--- src/rtl/mips_pkg.sv ---
// Shared definitions for the instruction-memory loader and the fetch/memory blocks.
package mips_pkg;

  typedef enum logic [2:0] {
    ST_IDLE  = 3'd0,
    ST_LOAD  = 3'd1,
    ST_WRITE = 3'd2,
    ST_DONE  = 3'd3,
    ST_ERROR = 3'd4
  } loader_state_t;

  localparam logic [31:0] HALT_WORD = 32'hFFFF_FFFF;

  // Number of bits needed to index 'value' entries.
  function automatic int clogb2(input int value);
    int v;
    int r;
    v = value - 1;
    r = 0;
    while (v > 0) begin
      r++;
      v = v >> 1;
    end
    return r;
  endfunction

endpackage

--- src/rtl/instruction_loader.sv ---
// Assembles big-endian instructions from a UART byte stream and writes them to
// consecutive instruction-memory words from address 0 until the HALT word arrives.
module instruction_loader #(
  parameter int NB_INSTR           = 32,
  parameter int NB_REG             = 32,
  parameter int NB_BYTE            = 8,
  parameter int N_ADDR             = 2048,
  parameter int LOG2_N_INSMEM_ADDR = mips_pkg::clogb2(N_ADDR),
  parameter logic [NB_INSTR-1:0] HALT_WORD = mips_pkg::HALT_WORD
) (
  input  logic                          i_clock,
  input  logic                          i_reset,
  input  logic                          i_start,
  input  logic [NB_BYTE-1:0]            i_rx_data,
  input  logic                          i_rx_valid,
  output logic [NB_REG-1:0]             o_wr_addr,
  output logic [NB_INSTR-1:0]           o_wr_data,
  output logic                          o_wr_enable,
  output logic                          o_busy,
  output logic                          o_done,
  output logic                          o_error,
  output logic [LOG2_N_INSMEM_ADDR:0]   o_word_count
);
  import mips_pkg::*;

  localparam int NB_CNT = LOG2_N_INSMEM_ADDR + 1;
  localparam logic [NB_CNT-1:0] WORD_LIMIT = NB_CNT'(N_ADDR);
  localparam logic [NB_REG-1:0] ADDR_STEP  = NB_REG'(NB_INSTR / NB_BYTE);

  loader_state_t       state;
  loader_state_t       next_state;
  logic [1:0]          byte_cnt;
  logic [NB_INSTR-1:0] asm_word;
  logic [NB_INSTR-1:0] asm_next;
  logic [NB_CNT-1:0]   count_next;
  logic                accept;

  assign asm_next   = {asm_word[NB_INSTR-NB_BYTE-1:0], i_rx_data};
  assign count_next = o_word_count + NB_CNT'(1);
  assign o_busy     = (state == ST_LOAD) || (state == ST_WRITE);

  // A byte landing in WRITE already belongs to the next word if loading continues.
  assign accept = i_rx_valid &&
                  ((state == ST_LOAD) || ((state == ST_WRITE) && (next_state == ST_LOAD)));

  always_ff @(posedge i_clock or posedge i_reset) begin
    if (i_reset) state <= ST_IDLE;
    else         state <= next_state;
  end

  always_comb begin
    next_state = state;
    unique case (state)
      ST_IDLE, ST_DONE, ST_ERROR: begin
        if (i_start) next_state = ST_LOAD;
      end
      ST_LOAD: begin
        if (i_rx_valid && (byte_cnt == 2'd3)) next_state = ST_WRITE;
      end
      ST_WRITE: begin
        // HALT wins even when it lands in the last memory slot.
        if (o_wr_data == HALT_WORD)         next_state = ST_DONE;
        else if (count_next == WORD_LIMIT)  next_state = ST_ERROR;
        else                                next_state = ST_LOAD;
      end
      default: next_state = ST_IDLE;
    endcase
  end

  always_ff @(posedge i_clock or posedge i_reset) begin
    if (i_reset) begin
      byte_cnt     <= '0;
      asm_word     <= '0;
      o_wr_addr    <= '0;
      o_wr_data    <= '0;
      o_wr_enable  <= 1'b0;
      o_done       <= 1'b0;
      o_error      <= 1'b0;
      o_word_count <= '0;
    end else begin
      o_wr_enable <= 1'b0;
      if (accept) begin
        asm_word <= asm_next;
        byte_cnt <= byte_cnt + 2'd1;
        if ((state == ST_LOAD) && (byte_cnt == 2'd3)) begin
          o_wr_data   <= asm_next;
          o_wr_enable <= 1'b1;
        end
      end
      case (state)
        ST_IDLE, ST_DONE, ST_ERROR: begin
          if (i_start) begin
            byte_cnt     <= '0;
            o_word_count <= '0;
            o_wr_addr    <= '0;
            o_done       <= 1'b0;
            o_error      <= 1'b0;
          end
        end
        ST_WRITE: begin
          o_word_count <= count_next;
          if (next_state == ST_LOAD) o_wr_addr <= o_wr_addr + ADDR_STEP;
          o_done  <= (next_state == ST_DONE);
          o_error <= (next_state == ST_ERROR);
        end
        default: ;
      endcase
    end
  end

endmodule

--- config.mk ---
export PLATFORM = sky130hd
export DESIGN_NAME = instruction_loader
export DESIGN_NICKNAME = d
export VERILOG_FILES = /design/src/rtl/mips_pkg.sv /design/src/rtl/instruction_loader.sv
export SDC_FILE = /design/constraint.sdc
export NUM_CORES = 1
export LEC_CHECK = 0
export ABC_AREA = 1
export BUFFER_PORTS_ARGS = -buffer_cell sky130_fd_sc_hd__buf_2
export CAP_MARGIN = 0
export CORE_MARGIN = 8
export CORE_UTILIZATION = 45
export CTS_CLUSTER_DIAMETER = 150
export DETAILED_ROUTE_END_ITERATION = 8
export MAX_ROUTING_LAYER = met4
export PLACE_DENSITY = 0.68
export SLEW_MARGIN = 20
export SYNTH_ARGS = -nofsm -noshare
export SYNTH_HDL_FRONTEND = slang
export SYNTH_SLANG_ARGS = --single-unit
--- constraint.sdc ---
create_clock -name i_clock -period 3.6 [get_ports i_clock]
set_input_delay 0.72 -clock i_clock [delete_from_list [all_inputs] [get_ports i_clock]]
set_output_delay 0.72 -clock i_clock [all_outputs]
set_load 0.05 [all_outputs]
* Yosys cells after proc, flatten, opt, wreduce, memory -nomap -nowiden *
Index checks and enable logic that the tools add are counted.

cells by class
  add/sub/neg operators = 3
  eq/ne operators = 12
  reductions and logical operators = 12
  multiplexer cells = 18

operator list
  operator                                                                count
  32-bit 2-to-1 mux                                                       2
  32-bit case mux with 2 select lines                                     1
  32-bit by 3-bit adder with 32-bit output (second input constant)        1
  32-bit equality test (second input constant)                            1
  12-bit case mux with 2 select lines                                     1
  12-bit by 1-bit adder with 12-bit output (second input constant)        1
  12-bit equality test (second input constant)                            1
  12-bit 2-to-1 mux                                                       1
  3-bit 2-to-1 mux                                                        4
  3-bit by 2-bit equality test with 1-bit output (second input constant)  3
  3-bit case mux with 3 select lines                                      1
  3-bit by 1-bit equality test with 1-bit output (second input constant)  2
  3-bit equality test (second input constant)                             2
  2-bit 2-to-1 mux                                                        3
  1-bit logical AND                                                       4
  1-bit case mux with 2 select lines                                      2
  2-bit AND reduction                                                     2
  3-bit logical NOT                                                       1
  1-bit 2-to-1 mux                                                        3
  3-bit AND reduction                                                     1
  3-bit OR reduction                                                      1
  2-bit by 1-bit adder with 2-bit output (second input constant)          1
  2-bit equality test (second input constant)                             1
  1-bit logical OR                                                        2
  3 further kinds                                                         3

storage, ports and cells
  output and inout bits = 80
  register bits = 108
  word-level logic and storage cells = 54
  input bits = 12

* Longest topological paths before layout *
  depth in word-level cells = 12
  depth in mapped cells = 15

* Least setup slack after synthesis *
No wires, ideal clock.

  path kind = flip-flop to flip-flop
  start = register o_word_count[0]
  end = register asm_word[0]
  arrival = 2281 ps
  stages on the path, launching flop included = 14
  setup time = 121 ps
  path buffers = 2
  setup slack = 1198 ps
  period minus slack after synthesis = 2402 ps
  path through = dfrtp_1 -> ha_1 -> nand2_1 -> nor2_2 -> nand3_1 -> xor2_1 -> nor2_1 -> nand3_2 -> nand4_4 -> nand2_4 -> nand2_2 -> buf_6 -> buf_6 -> a21oi_2

between the ends
  cells in the longest elaborated chain, start to end = 9

ends and longest elaborated chain
  what                                            line                       text
  start: declaration                              instruction_loader.sv:22   output logic [LOG2_N_INSMEM_ADDR:0] o_word_count
  start signal: assignment                        instruction_loader.sv:101  o_word_count <= count_next;
  12-bit by 1-bit adder with 12-bit output        instruction_loader.sv:39   assign count_next = o_word_count + NB_CNT'(1);
  12-bit equality test                            instruction_loader.sv:63   else if (count_next == WORD_LIMIT) next_state = ST_ERROR;
  3-bit 2-to-1 mux                                instruction_loader.sv:63
  3-bit 2-to-1 mux                                instruction_loader.sv:62   if (o_wr_data == HALT_WORD) next_state = ST_DONE;
  3-bit case mux with 3 select lines              instruction_loader.sv:53   unique case (state)
  3-bit by 1-bit equality test with 1-bit output  instruction_loader.sv:44   ((state == ST_LOAD) || ((state == ST_WRITE) && (next_state == ST_LOAD)));
  1-bit logical AND                               instruction_loader.sv:44
  1-bit logical OR                                instruction_loader.sv:44
  1-bit logical AND                               instruction_loader.sv:43   assign accept = i_rx_valid &&
  end signal: assignment                          instruction_loader.sv:83   asm_word <= asm_next;
  end: declaration                                instruction_loader.sv:33   logic [NB_INSTR-1:0] asm_word;

No other way between the ends.
A chain may end at the register's enable or synchronous reset.

* Final worst setup path *
  start = register state[2]
  end = output port o_busy

between the ends
  cells in the longest elaborated chain, start to end = 2

ends and longest elaborated chain
  what                                                                                                                     line                      text
  start: declaration                                                                                                       instruction_loader.sv:30  loader_state_t state;
  start signal: assignment                                                                                                 instruction_loader.sv:48  else state <= next_state;
  3-bit by 1-bit equality test with 1-bit output / 3-bit by 2-bit equality test with 1-bit output (equally long branches)  instruction_loader.sv:40  assign o_busy = (state == ST_LOAD) || (state == ST_WRITE);
  1-bit logical OR (*)                                                                                                     instruction_loader.sv:40
  end: declaration                                                                                                         instruction_loader.sv:19  output logic o_busy,

Every way passes the cells marked *; elsewhere a longest branch is shown, timed or not.

==> metrics.txt <==
nets@finish=756; final core occ=52.4%; drt drc=0; Final Hold Viols=0; Slew @ Worst Pin=0.960 ns; Iter 0 DRT Violations=292; static leakage=0.00286 uW; layout cell share with drive strength beyond 1=19.9%; Max Fanout on Critical Path=13; DIE AREA=15700 sq um; synth warn=0; clock buffer depth=2; Slowest cell on crit path=nor3_4; root buffer cell=clkbuf_16; critical path class=reg -> out; max-slew violations=0; critical path required time=2.88 ns; initial antenna violation count=0; clk_lat worst skew=0.36 ns; first-pass GRT wire length=22.7 mm; Initial Util=45.5%; Final Critical Period=2.83 ns; vias in the first global route=4656; First-pass DRT Iterations=4; routed len/inst=14.9 um; Final ANT Viol Nets=0; placer congestion estimate=0.885; WP data arrival=2.11 ns; outcome=finished clean; Fin Setup TNS=0 ns; maximum vdd ir drop=0.000580 V; Area Growth Syn to Fin=15.2%; Post-Route WL=13.3 mm; Vert. Die Dim=125 um; Max Cap Violations=0; GR Util All Layers=18.0%; worst path cell trace=nor3_4, inv_1, nand2_1, buf_2; crit end category=output pin; Peak Freq=353 MHz; Core Region=11800 sq um; Post-Synthesis Cells=657; HPWL after detailed placement=9.68 mm; Clock transition at path regs=0.08 ns; #FFs+latches synth=106; sequential area share after synthesis=49.4%; Clock Skew=0.0106 ns; Tcrit/Tclk final=78.6%; RSZ-0062 raised after global routing=false; CP Launch Type=register; Setup Viol. Count Final=0; CTS tree=done; clk sink count=106; syn_area_per_cell=8.17 sq um; vias per inst=5.17; pin count of the biggest net entering global routing=62; CTS hold repair buffers=0; synthesized area=5370 sq um; setup bufs post-CTS=0; slowest stage delay, CP=0.53 ns; Cell Rows=40; H-Tree Depth=3; ANT cells=0; cts repair resizes=0; input/output buffers=89; CTS buffer count=9; Vias=4610; Power Density=728 nW/um^2; DIE WIDTH=125 um; Max-Slew Margin vs Limit=35.7%; grt ovf=0; Unique masters post-synth=33; Hold Crit Class=reg -> reg; I/O pins=92
==> state kept, by name (all words and copies together), names as in the netlist, 2 cells and up <==
signal        cells
o_wr_data        32
byte_cnt          2
o_word_count     12
asm_word         24
o_wr_addr        30
state             3
==> worst paths after layout <==
| check | startpoint | slack, ns | cells after the start | to |
|---|---|---|---|---|
| min | o_done | 0.47 | 2 | o_done |
| max reg2reg | o_word_count[0] | 0.85 | 11 | o_wr_addr[6] |
| min reg2reg | o_done | 0.47 | 2 | o_done |
| max in group asynchronous | i_reset | 2.41 | 3 | o_wr_addr[15] |
| min in group asynchronous | i_reset | 0.48 | 2 | o_wr_data[27] |
| max | state[2] | 0.77 | 4 | o_busy |
==> report_power, final <==
| group | internal, uW | leakage [uW] | switching, uW | total [uW] |
|---|---|---|---|---|
| clock | 485 | 0.000141 | 488 | 973 |
| sequential | 1530 | 0.00135 | 227 | 1760 |
| combinational | 442 | 0.00137 | 1340 | 1780 |
==> cell usage after synthesis (all sizes together) <==
cell type,count,area share [%]
ha,4,0.93
nand4,25,3.2
conb,1,0.070
o22ai,2,0.23
xnor2,1,0.16
mux2,16,3.4
nand3b,2,0.28
o21bai,1,0.14
dfrtp,106,49
inv,75,5.2
nor3,17,1.8
xor2,12,2.0
nand3,24,2.4
clkbuf,7,0.49
nand2,166,12
nor2,87,6.3
a32oi,1,0.16
buf,15,2.3
o21ai,62,5.9
nor4,6,0.70
a21oi,27,3.1
==> kinds of logic after synthesis <==
logic type      share of synthesized area (%)
simple gates                             26.6
flops                                    49.4
buf+inv                                  7.99
compound gates                           9.53
mux                                      3.36
other cells                            0.0698
xor+xnor                                 2.12
fa+ha+maj                               0.932
==> cell usage in the layout (no fill, tap or decap), types with 2 or more instances in the layout <==
cell type	instances
nand2_1	162
nor3_1	16
o21ai_2	2
ha_1	4
a21oi_1	19
nand3_2	2
inv_8	2
xor2_1	12
nand4_1	24
nor4_1	6
nor2_1	82
buf_2	89
a21oi_2	8
o22ai_1	2
nor2_2	4
o21ai_1	19
buf_4	3
inv_1	74
nand3_1	22
inv_6	3
nand2_2	3
dfrtp_1	106
o21ai_0	41
clkbuf_16	9
nand3b_1	2
mux2_2	16
conb_1	2
==> worst max-delay path, delay by kind of cell (launching register included) <==
| kind | cells | cell delay, ns |
|---|---|---|
| flip-flops | 1 | 0.44 |
| buffers and inverters | 2 | 0.60 |
| AND/OR/NAND/NOR | 2 | 0.70 |
==> per-layer routing <==
layer	GRT usage (%)	wire, um	vias up
li1	-	-	2285
met1	22.6	6130	2196
met2	28.0	6270	111
met3	3.91	616	18
met4	7.09	272	0
met5	-	0	-
==> area by class of cell <==
cell class	instances	area, sq um
repair buffers	93	488
multi-input cells	455	2300
well taps	147	184
clock buffers	9	225
fillers	1145	5620
inverters	75	284
flip-flops and latches	106	2650
clock inverters	6	57.6
==> through the flow <==
step                setup slack (ns)  power [uW]  hold slack [ns]  instances  cell area, sq um
floorplan                     0.0911        3180            0.448        658              5370
global placement                1.07        3520            0.457        876              5900
detailed placement             0.874        3580            0.463        876              5900
CTS                            0.742        4550            0.480        891              6190
global route                   0.477        4780            0.514        891              6190
finish                         0.769        4510            0.473        891              6190
Power figures use the tool's default switching activity.
